File: config.mk
export PLATFORM = sky130hd
export DESIGN_NAME = sync_fifo_param
export DESIGN_NICKNAME = d
export VERILOG_FILES = /design/src/rtl/sync_fifo_param.sv
export SDC_FILE = /design/constraint.sdc
export NUM_CORES = 1
export LEC_CHECK = 0
export ABC_AREA = 1
export CAP_MARGIN = 0
export CORE_MARGIN = 8
export CORE_UTILIZATION = 40
export CTS_BUF_LIST = sky130_fd_sc_hd__clkbuf_2 sky130_fd_sc_hd__clkbuf_4 sky130_fd_sc_hd__clkbuf_8
export CTS_CLUSTER_SIZE = 8
export DETAILED_ROUTE_END_ITERATION = 16
export SETUP_SLACK_MARGIN = 0.3
export SLEW_MARGIN = 40
export SYNTH_ARGS = -nofsm -noshare
export SYNTH_HDL_FRONTEND = slang
export SYNTH_SLANG_ARGS = --single-unit
File: constraint.sdc
create_clock -name clk -period 2.4 [get_ports clk]
set_input_delay 0.48 -clock clk [delete_from_list [all_inputs] [get_ports clk]]
set_output_delay 0.48 -clock clk [all_outputs]
set_load 0.05 [all_outputs]
File: src/rtl/sync_fifo_param.sv
// sync_fifo_param: parametrised single-clock FIFO with thresholds, occupancy, sticky errors and optional FWFT
module sync_fifo_param #(
  parameter int DATA_WIDTH = 8,
  parameter int DEPTH      = 8,
  parameter int AF_THRESH  = DEPTH - 2,
  parameter int AE_THRESH  = 2,
  parameter bit FWFT       = 1'b0
) (
  input  logic                       clk,
  input  logic                       rst,
  input  logic                       write_en,
  input  logic                       read_en,
  input  logic [DATA_WIDTH-1:0]      data_in,
  output logic [DATA_WIDTH-1:0]      data_out,
  output logic                       full,
  output logic                       empty,
  output logic                       almost_full,
  output logic                       almost_empty,
  output logic [$clog2(DEPTH):0]     count,
  output logic                       overflow,
  output logic                       underflow
);
  localparam int AW = $clog2(DEPTH);
  localparam logic [AW:0] DEPTH_C = (AW+1)'(DEPTH);
  localparam logic [AW:0] AF_C    = (AW+1)'(AF_THRESH);
  localparam logic [AW:0] AE_C    = (AW+1)'(AE_THRESH);
  logic [DATA_WIDTH-1:0] mem [DEPTH];
  logic [AW-1:0]         wr_ptr_q, wr_ptr_d, rd_ptr_q, rd_ptr_d;
  logic [AW:0]           count_q, count_d;
  logic [DATA_WIDTH-1:0] data_q, data_d;
  logic                  full_q, full_d, empty_q, empty_d;
  logic                  af_q, af_d, ae_q, ae_d;
  logic                  overflow_q, overflow_d, underflow_q, underflow_d;
  logic                  rd_acc, wr_acc;
  always_comb begin
    rd_acc      = read_en && !empty_q;
    wr_acc      = write_en && (!full_q || read_en);
    wr_ptr_d    = wr_acc ? wr_ptr_q + AW'(1) : wr_ptr_q;
    rd_ptr_d    = rd_acc ? rd_ptr_q + AW'(1) : rd_ptr_q;
    count_d     = (wr_acc && !rd_acc) ? count_q + (AW+1)'(1) :
                  (rd_acc && !wr_acc) ? count_q - (AW+1)'(1) : count_q;
    full_d      = count_d == DEPTH_C;
    empty_d     = count_d == '0;
    af_d        = count_d >= AF_C;
    ae_d        = count_d <= AE_C;
    overflow_d  = overflow_q || (write_en && full_q && !read_en);
    underflow_d = underflow_q || (read_en && empty_q);
    data_d      = rd_acc ? mem[rd_ptr_q] : data_q;
  end
  always_ff @(posedge clk) begin
    if (rst) begin
      wr_ptr_q    <= '0;
      rd_ptr_q    <= '0;
      count_q     <= '0;
      data_q      <= '0;
      full_q      <= 1'b0;
      empty_q     <= 1'b1;
      af_q        <= 1'b0;
      ae_q        <= 1'b1;
      overflow_q  <= 1'b0;
      underflow_q <= 1'b0;
    end else begin
      wr_ptr_q    <= wr_ptr_d;
      rd_ptr_q    <= rd_ptr_d;
      count_q     <= count_d;
      data_q      <= data_d;
      full_q      <= full_d;
      empty_q     <= empty_d;
      af_q        <= af_d;
      ae_q        <= ae_d;
      overflow_q  <= overflow_d;
      underflow_q <= underflow_d;
    end
  end
  always_ff @(posedge clk) begin
    if (!rst && wr_acc) mem[wr_ptr_q] <= data_in;
  end
  // FWFT presents the head directly; forced to zero while empty so reset shows 0
  assign data_out     = FWFT ? (empty_q ? '0 : mem[rd_ptr_q]) : data_q;
  assign full         = full_q;
  assign empty        = empty_q;
  assign almost_full  = af_q;
  assign almost_empty = ae_q;
  assign count        = count_q;
  assign overflow     = overflow_q;
  assign underflow    = underflow_q;
endmodule
==> results.md, run 1 <==
- The final instance area is 0.00424 mm².
- The number of nets at the end of the flow is 390.
- The cts-stage hold buffer count is 0.
- Relative to the synthesized area, the layout overhead comes to 18.1%.
- Setup repair after global routing left no endpoint under its margin.
- The number of different library cells used by synthesis comes to 26.
- Once layout is complete, the utilization of the core stands at 48.6%.
- The switching share of total power is 30.0%.
- The global placer's final weighted congestion is 0.797.
- Once placement finished, the instance area stood at 0.00405 mm².
- The worst register-to-register path has a depth of 6.
- The routed wire length is 7.77 mm.
- The H-tree was split into 3 levels.
- The share of total power dissipated in combinational logic is 16.3%.
- For this run, design rule violations remaining after detail routing come to 0.
- The number of input and output port buffers inserted is 29.
- The relative slew slack is 56.6%.
- The cell class contributing the biggest share of worst-path delay is buffers and inverters.
- The number of standard-cell rows in the floorplan is 34.
- When the netlist entered floorplanning its net count stood at 350.
- Data arrives at the worst endpoint at 1570 ps.
- STA classifies the critical path endpoint as a primary output.
- The global-route congestion overflow total is 0.
- The peak ir drop on the vdd network is 0.318 mV.
- The longest clock path from root to sink contains 2 buffers.
- For this run, the leading register cell type out of synthesis is sky130_fd_sc_hd__edfxtp_1.
- The fraction of synthesis flops using an asynchronous set or reset pin is 0%.
- The number of setup violations in the final report is 0.
- After clock tree synthesis, the clock-pin slew on the worst setup and hold paths is 90 ps.
- Of the available clock period, the critical path in the final layout requires 85.3%.
- The overall routing resource usage is 12.9%.
- The area taken by multi-input logic gates is 0.00103 mm².
- The average footprint of a synthesized cell is 10.7 µm².
- For this design the static power due to leakage is 0.00155 µW.
- The wire length of the first global-routing pass is 12.6 mm.
- The setup total negative slack is 0 ps.
- After layout, the minimum clock period comes to 2050 ps.
- The origin of the critical flop-to-flop path is rd_ptr_q[1].
- The die is 111 µm tall.
- TritonCTS built the clock tree.
- The number of pins with negative max-slew slack in the final report is 0.
- The via count of the first global-routing pass came to 2404.
- The critical path's slowest cell is sky130_fd_sc_hd__clkdlybuf4s50_1.
- For this design the top-level I/O count stands at 30.
- The data required time of the critical path is 1920 ps.
- Traced cell by cell, the critical path runs through clkdlybuf4s50_1.
- Across the routed clock network, the largest skew measured is 9.80 ps.
- By area the synthesized netlist is led by sky130_fd_sc_hd__edfxtp_1 (54%), sky130_fd_sc_hd__dfxtp_1 (13%), sky130_fd_sc_hd__nor2_1 (6.7%).
- The total number of vias is 2431.
- The first routing iteration left 152 violations.
- The endpoint identified for the worst register-to-register timing path is data_out[2].
- The region available for standard cell placement spans 0.00872 mm².
- Summed over all instances, the cell type with the most area after synthesis is sky130_fd_sc_hd__edfxtp_1.
- The run finished with clean final reports.
- The category of the most critical setup path is reg -> out.
- The capturing instance or port of the critical path is empty.
- The portion of total power attributed to the clock network is 30.2%.
- The initial antenna violation count is 0.
- The detail route stage leaves a number of antenna-violating nets equal to 0.
- The gate count after technology mapping is 334.
- The number of sinks driven by the clock tree is 88.
- The starting density of the core is 41.1%.
- The register-to-register path setup slack is 770 ps.
- The maximum clock rate is 488 MHz.
- The number of enable flip-flop cells after synthesis is 64.
- The average wire per cell in the routed design is 16.0 µm.
- The share of final-layout standard cells stronger than drive strength 1 is 11.3%.
- The power density over the cells is 759 mW/mm².
- Summed over all nets, the switching power comes to 963 µW.
- The number of storage elements in the synthesis netlist is 88.
- The number of stages on the worst setup path is 1.
- The die extent in x is 111 µm.
- Summed over its instances, the top area cell type makes up 53.6% of the synthesized netlist area.
- Across the run, the number of max-cap violations was 0.
- The number of CTS-inserted buffers is 9.
- The source of the critical timing path is empty.
- The part of the total power dissipated in sequential elements is 53.5%.
- Entering global routing, the biggest net connects 35 pins.
- The sequential share of the synthesized area is 67.0%.
- In this run the worst hold path is classified as reg -> reg.
- The count of fill cells added during filler insertion is 808.
- For this run, the slowest stage of the critical path takes 820 ps.
- The internal power of the cells totals 2250 µW.
- The post-CTS setup repair buffer count is 0.
- In the synthesized netlist, the cells that appear most often are sky130_fd_sc_hd__edfxtp_1 (64), sky130_fd_sc_hd__nor2_1 (64), sky130_fd_sc_hd__o21ai_0 (44).
- Summing every instance area after synthesis gives 0.00359 mm².
- The total of warnings raised by yosys is 0.
- The die covers 0.0123 mm².
- In this run the worst path has a maximum fanout of 4.
- The number of antenna diodes in the final layout is 0.
- The root buffer cell chosen for the clock tree is sky130_fd_sc_hd__clkbuf_8.
- The iteration count of the initial detailed-routing pass is 4.
- The mean number of vias per cell is 4.99.
- The clock latency at the later pin of the worst-skew pair is 360 ps.
- The worst hold path was traced through 2 stages.
- The hold violation count in the final report was 0.
- Summed over all nets, the half-perimeter wirelength after detailed placement is 5.44 mm.
- The critical path buffer and inverter count is 1.
- The sequential cells in the finished layout cover a total of 0.00240 mm².
- For the pin with the worst max-slew slack, the measured transition is 650 ps.
- The worst setup path is launched from a flip-flop.
-- metrics by stage --
stage	total power (µW)	hold slack (ps)	instances	worst slack (ps)
2_1_floorplan	2090	486	334	493
3_3_place_gp	2280	457	471	300
3_5_place_dp	2290	465	471	308
4_1_cts	3250	486	487	328
5_1_grt	3360	521	487	308
6_report	3210	477	487	352
-- worst min path at each step --
stage / from / endpoint / slack, ps
CTS: underflow / underflow / 490
global route: underflow / underflow / 520
floorplan: wr_ptr_q[2] / wr_ptr_q[2] / 490
global placement: overflow / overflow / 460
finish: underflow / underflow / 480
detailed placement: underflow / underflow / 470
-- cell type report --
type	instances	share of cell area (%)
flip-flops and latches	88	56.7
multi-input cells	209	24.4
repair buffers	43	9.25
well taps	108	3.19
clock buffers	9	2.92
inverters	23	2.04
clock inverters	7	1.48
-- kinds of logic (layout without fill, tap and decap cells) --
family	after synthesis	after routing	synth area share (%)
DFF	88	88	67.0
adders and majority gates	4	4	1.40
AOI/OAI and AO/OA	78	78	12.6
and+or+nand+nor	124	124	14.1
xor gates and xnor gates	3	3	0.733
buffers and inverters	37	82	4.19
-- sequential cells by signal, summed over array words and instances, names as in the netlist --
signal	cells
mem	64
data_out	8
count	4
rd_ptr_q	3
wr_ptr_q	3
almost_empty	1
almost_full	1
empty	1
full	1
overflow	1
underflow	1
-- power groups by stage --
stage / combinational, µW / sequential [µW] / clock [µW]
final: 525 / 1720 / 969
after floorplan: 240 / 1850 / 0
after detailed placement: 532 / 1750 / 0
after CTS: 531 / 1720 / 999
after global routing: 579 / 1730 / 1050
after global placement: 530 / 1750 / 0
-- routing by layer --
| metal | routed length [µm] | global-route usage [%] | vias to the layer above |
|---|---|---|---|
| met1 | 3400 | 15.7 | 1143 |
| met4 | 65 | 2.70 | 0 |
| met3 | 442 | 4.22 | 7 |
| met2 | 3860 | 21.6 | 54 |
| li1 | - | - | 1227 |
| met5 | 0 | 0 | - |
-- cell usage in the layout (no fill, tap or decap), types with 2 or more instances in the layout --
| cell type | netlist | final |
|---|---|---|
| sky130_fd_sc_hd__nor2_2 | 2 | 2 |
| sky130_fd_sc_hd__nand3_1 | 7 | 7 |
| sky130_fd_sc_hd__clkbuf_8 | 0 | 9 |
| sky130_fd_sc_hd__nor2_1 | 64 | 64 |
| sky130_fd_sc_hd__a21oi_1 | 14 | 14 |
| sky130_fd_sc_hd__xor2_1 | 2 | 2 |
| sky130_fd_sc_hd__nand2_1 | 42 | 42 |
| sky130_fd_sc_hd__nand2_2 | 3 | 3 |
| sky130_fd_sc_hd__inv_1 | 18 | 18 |
| sky130_fd_sc_hd__clkinv_1 | 2 | 2 |
| sky130_fd_sc_hd__inv_6 | 0 | 3 |
| sky130_fd_sc_hd__ha_1 | 4 | 4 |
| sky130_fd_sc_hd__inv_2 | 3 | 3 |
| sky130_fd_sc_hd__o21ai_0 | 44 | 44 |
| sky130_fd_sc_hd__buf_4 | 0 | 14 |
| sky130_fd_sc_hd__inv_8 | 0 | 2 |
| sky130_fd_sc_hd__nor3_1 | 4 | 4 |
| sky130_fd_sc_hd__dfxtp_1 | 24 | 24 |
| sky130_fd_sc_hd__clkdlybuf4s50_1 | 0 | 26 |
| sky130_fd_sc_hd__edfxtp_1 | 64 | 64 |
| sky130_fd_sc_hd__o211ai_1 | 16 | 16 |
| sky130_fd_sc_hd__dlygate4sd2_1 | 0 | 3 |
-- repair_timing --
item	in CTS	in global routing
resized for setup	3	0
setup endpoints to repair	3	0
endpoints found under the hold margin	0	0
Note: power is estimated with default switching activity, not from simulation.
==> run 2, diff against run 1 <==
- CTS_CLUSTER_DIAMETER: not set -> 150
==> results of run 2 <==
Same layout as run 1: the final DEF is identical, and so are final timing and power.
==> run 3, diff against run 2 <==
- GPL_TIMING_DRIVEN: not set -> 0
==> results.md, run 3 (same netlist as run 1, synthesis figures left out) <==
- The run finished with clean final reports.
- mem holds more flip-flops than any other register.
- The worst setup path is launched from a primary input.
- The average wire per cell in the routed design is 16.9 µm.
- The final critical delay including setup and external delays is 2150 ps.
- Cells with a size suffix above 1 make up 13.1% of the layout.
- At the end of routability-driven placement, the weighted congestion stood at 0.769.
- The path with the worst hold slack has its endpoint at underflow.
- In this run the static leakage power is 0.00158 µW.
- The most frequent standard cell in the layout excluding fill and tap cells is sky130_fd_sc_hd__edfxtp_1.
- Detailed routing inserted a total of 2584 vias.
- IR analysis of the VDD net gives a maximum drop of 0.331 mV.
- After clock tree synthesis, the flow added hold-fix buffers numbering 0.
- The iteration count of the initial detailed-routing pass is 5.
- The critical path capture point type is a flip-flop.
- The post-detailed-placement half-perimeter wirelength is 5.43 mm.
- The transition at the pin with the smallest max-transition slack is 620 ps.
- The worst register-to-register path has a depth of 2.
- The type of the most critical hold path is reg -> reg.
- The core utilization of the finished layout is 49.7%.
- The maximum buffer depth of the clock tree is 2.
- The area of the core region is 0.00872 mm².
- The top fanout value on the critical path is 8.
- The total overflow left after global routing is 0.
- For this block, the initial DRC count from the detailed router was 123.
- The startpoint identified for the worst hold timing path is underflow.
- In the routed design, unresolved DRC markers number 0.
- The data required time of the critical path is 2390 ps.
- In this run the clock root is driven by a sky130_fd_sc_hd__clkbuf_8.
- The initial antenna violation count was 0.
- After detailed routing, the number of vias per cell comes to 5.26.
- The number of antenna repair diodes is 0.
- Data arrives at the worst endpoint at 2140 ps.
- The routed wire length is 8.27 mm.
- In this run the vertical extent of the chip is 111 µm.
- The H-tree generated during clock tree synthesis spans 3 levels.
- The number of standard-cell rows in the floorplan is 34.
- Pin placement for this block handled 30 I/O pins.
- Between clock sinks in the finished design, the worst skew comes to 10.6 ps.
- The via count of the first global-routing pass is 2452.
- Entering global routing, the biggest net connects 16 pins.
- The hold violation count in the final report is 0.
- The CTS tree is yes.
- The worst path uses 89.6% of the clock period.
- During placement, the flow inserted port buffers numbering 29.
- The power density over the cells is 769 mW/mm².
- The category of the most critical setup path is in -> reg.
- The register with the most flip-flops in the layout has 64 of them.
- Setup repair after global routing could not meet its margin everywhere.
- The die covers 0.0123 mm².
- The relative slew slack is 58.6%.
- Setup violations remaining at the end of the flow were counted as 0.
- The die extent in x is 111 µm.
- The clock latency at the later pin of the worst-skew pair is 350 ps.
- The critical register-to-register path endpoint is mem[1][6].
- The worst register-to-register path has a setup slack of 520 ps.
- The number of sinks driven by the clock tree is 88.
- The number of nets at the end of the flow is 394.
- Summing all non-filler instances in the final layout gives an area of 0.00433 mm².
- The final hold slack is 477 ps.
- The maximum clock rate is 465 MHz.
- In this run, CTS created clock tree buffers numbering 9.
- The post-detailed-placement cell area is 0.00405 mm².
- The max-capacitance violation count is 0.
- The library cells used most frequently in the layout, excluding fill and tap cells, are sky130_fd_sc_hd__edfxtp_1 (64), sky130_fd_sc_hd__nor2_1 (60), sky130_fd_sc_hd__o21ai_0 (44), sky130_fd_sc_hd__nand2_1 (42), sky130_fd_sc_hd__clkdlybuf4s50_1 (26).
- The startpoint identified for the worst register-to-register timing path is wr_ptr_q[0].
- The number of pins with negative max-slew slack in the final report is 0.
- Clock-pin slew was measured on the worst setup and hold paths at 90 ps.
- The residual antenna-violating net count after detailed routing is 0.
- The starting density of the core is 41.1%.
- The wire length of the first global-routing pass is 13.3 mm.
- The number of stages on the worst hold path is 2.
- The overall routing resource usage is 13.7%.
- From synthesis to final layout, the design area changed by 20.8%.
-- run 3: per-stage QoR --
step	instances	setup WS [ps]	setup TNS [ps]	power [µW]
floorplan	334	493	0	2090
global placement	471	-766	-28370	2280
detailed placement	473	-297	-8900	2290
CTS	489	227	0	3350
global route	491	121	0	3480
finish	491	249	0	3330
-- run 3: worst max-delay path, stage by stage --
cell	delay, ps
sky130_fd_sc_hd__clkdlybuf4s50_1	570
sky130_fd_sc_hd__inv_2	80
sky130_fd_sc_hd__a21oi_4	210
sky130_fd_sc_hd__nand3_1	240
sky130_fd_sc_hd__nor2_2	560
-- run 3: worst max-delay path by stage --
stage,startpoint,end
after detailed placement,write_en,mem[7][3]
after global placement,write_en,mem[0][3]
final,write_en,mem[1][6]
after CTS,write_en,mem[6][2]
after global routing,write_en,mem[1][1]
after floorplan,full,mem[0][0]
-- run 3: layer usage --
| metal | GRT usage (%) | part of all wire (%) | up-vias | wire, µm |
|---|---|---|---|---|
| met4 | 6.49 | 1.6 | 0 | 132 |
| met1 | 17.6 | 45 | 1267 | 3710 |
| met3 | 2.87 | 6.2 | 12 | 509 |
| met2 | 21.6 | 47 | 72 | 3930 |
| met5 | 0 | 0 | - | 0 |
| li1 | - | - | 1233 | - |
-- run 3: what timing repair did --
| item | CTS | global route |
|---|---|---|
| setup buffers | 0 | 2 |
| pin swaps | 0 | 2 |
| endpoints found under the setup margin | 47 | 59 |
| resized for setup | 5 | 4 |
| cloned | 0 | 0 |
-- run 3: power breakdown --
| group | leakage, µW | total [µW] | switching (µW) | internal (µW) |
|---|---|---|---|---|
| Clock | 0.000103 | 1080 | 530 | 545 |
| Combinational | 0.000700 | 536 | 367 | 170 |
| Sequential | 0.000775 | 1720 | 39.2 | 1680 |
-- run 3: final cells by class --
type	instances	area (µm²)
plain buffers	14	63.8
clock buffers	11	151
clock inverters	5	62.6
fillers	772	4390
inverters	23	86.3
multi-input cells	209	1090
flip-flops and latches	88	2400
well taps	108	135
repair buffers	33	343
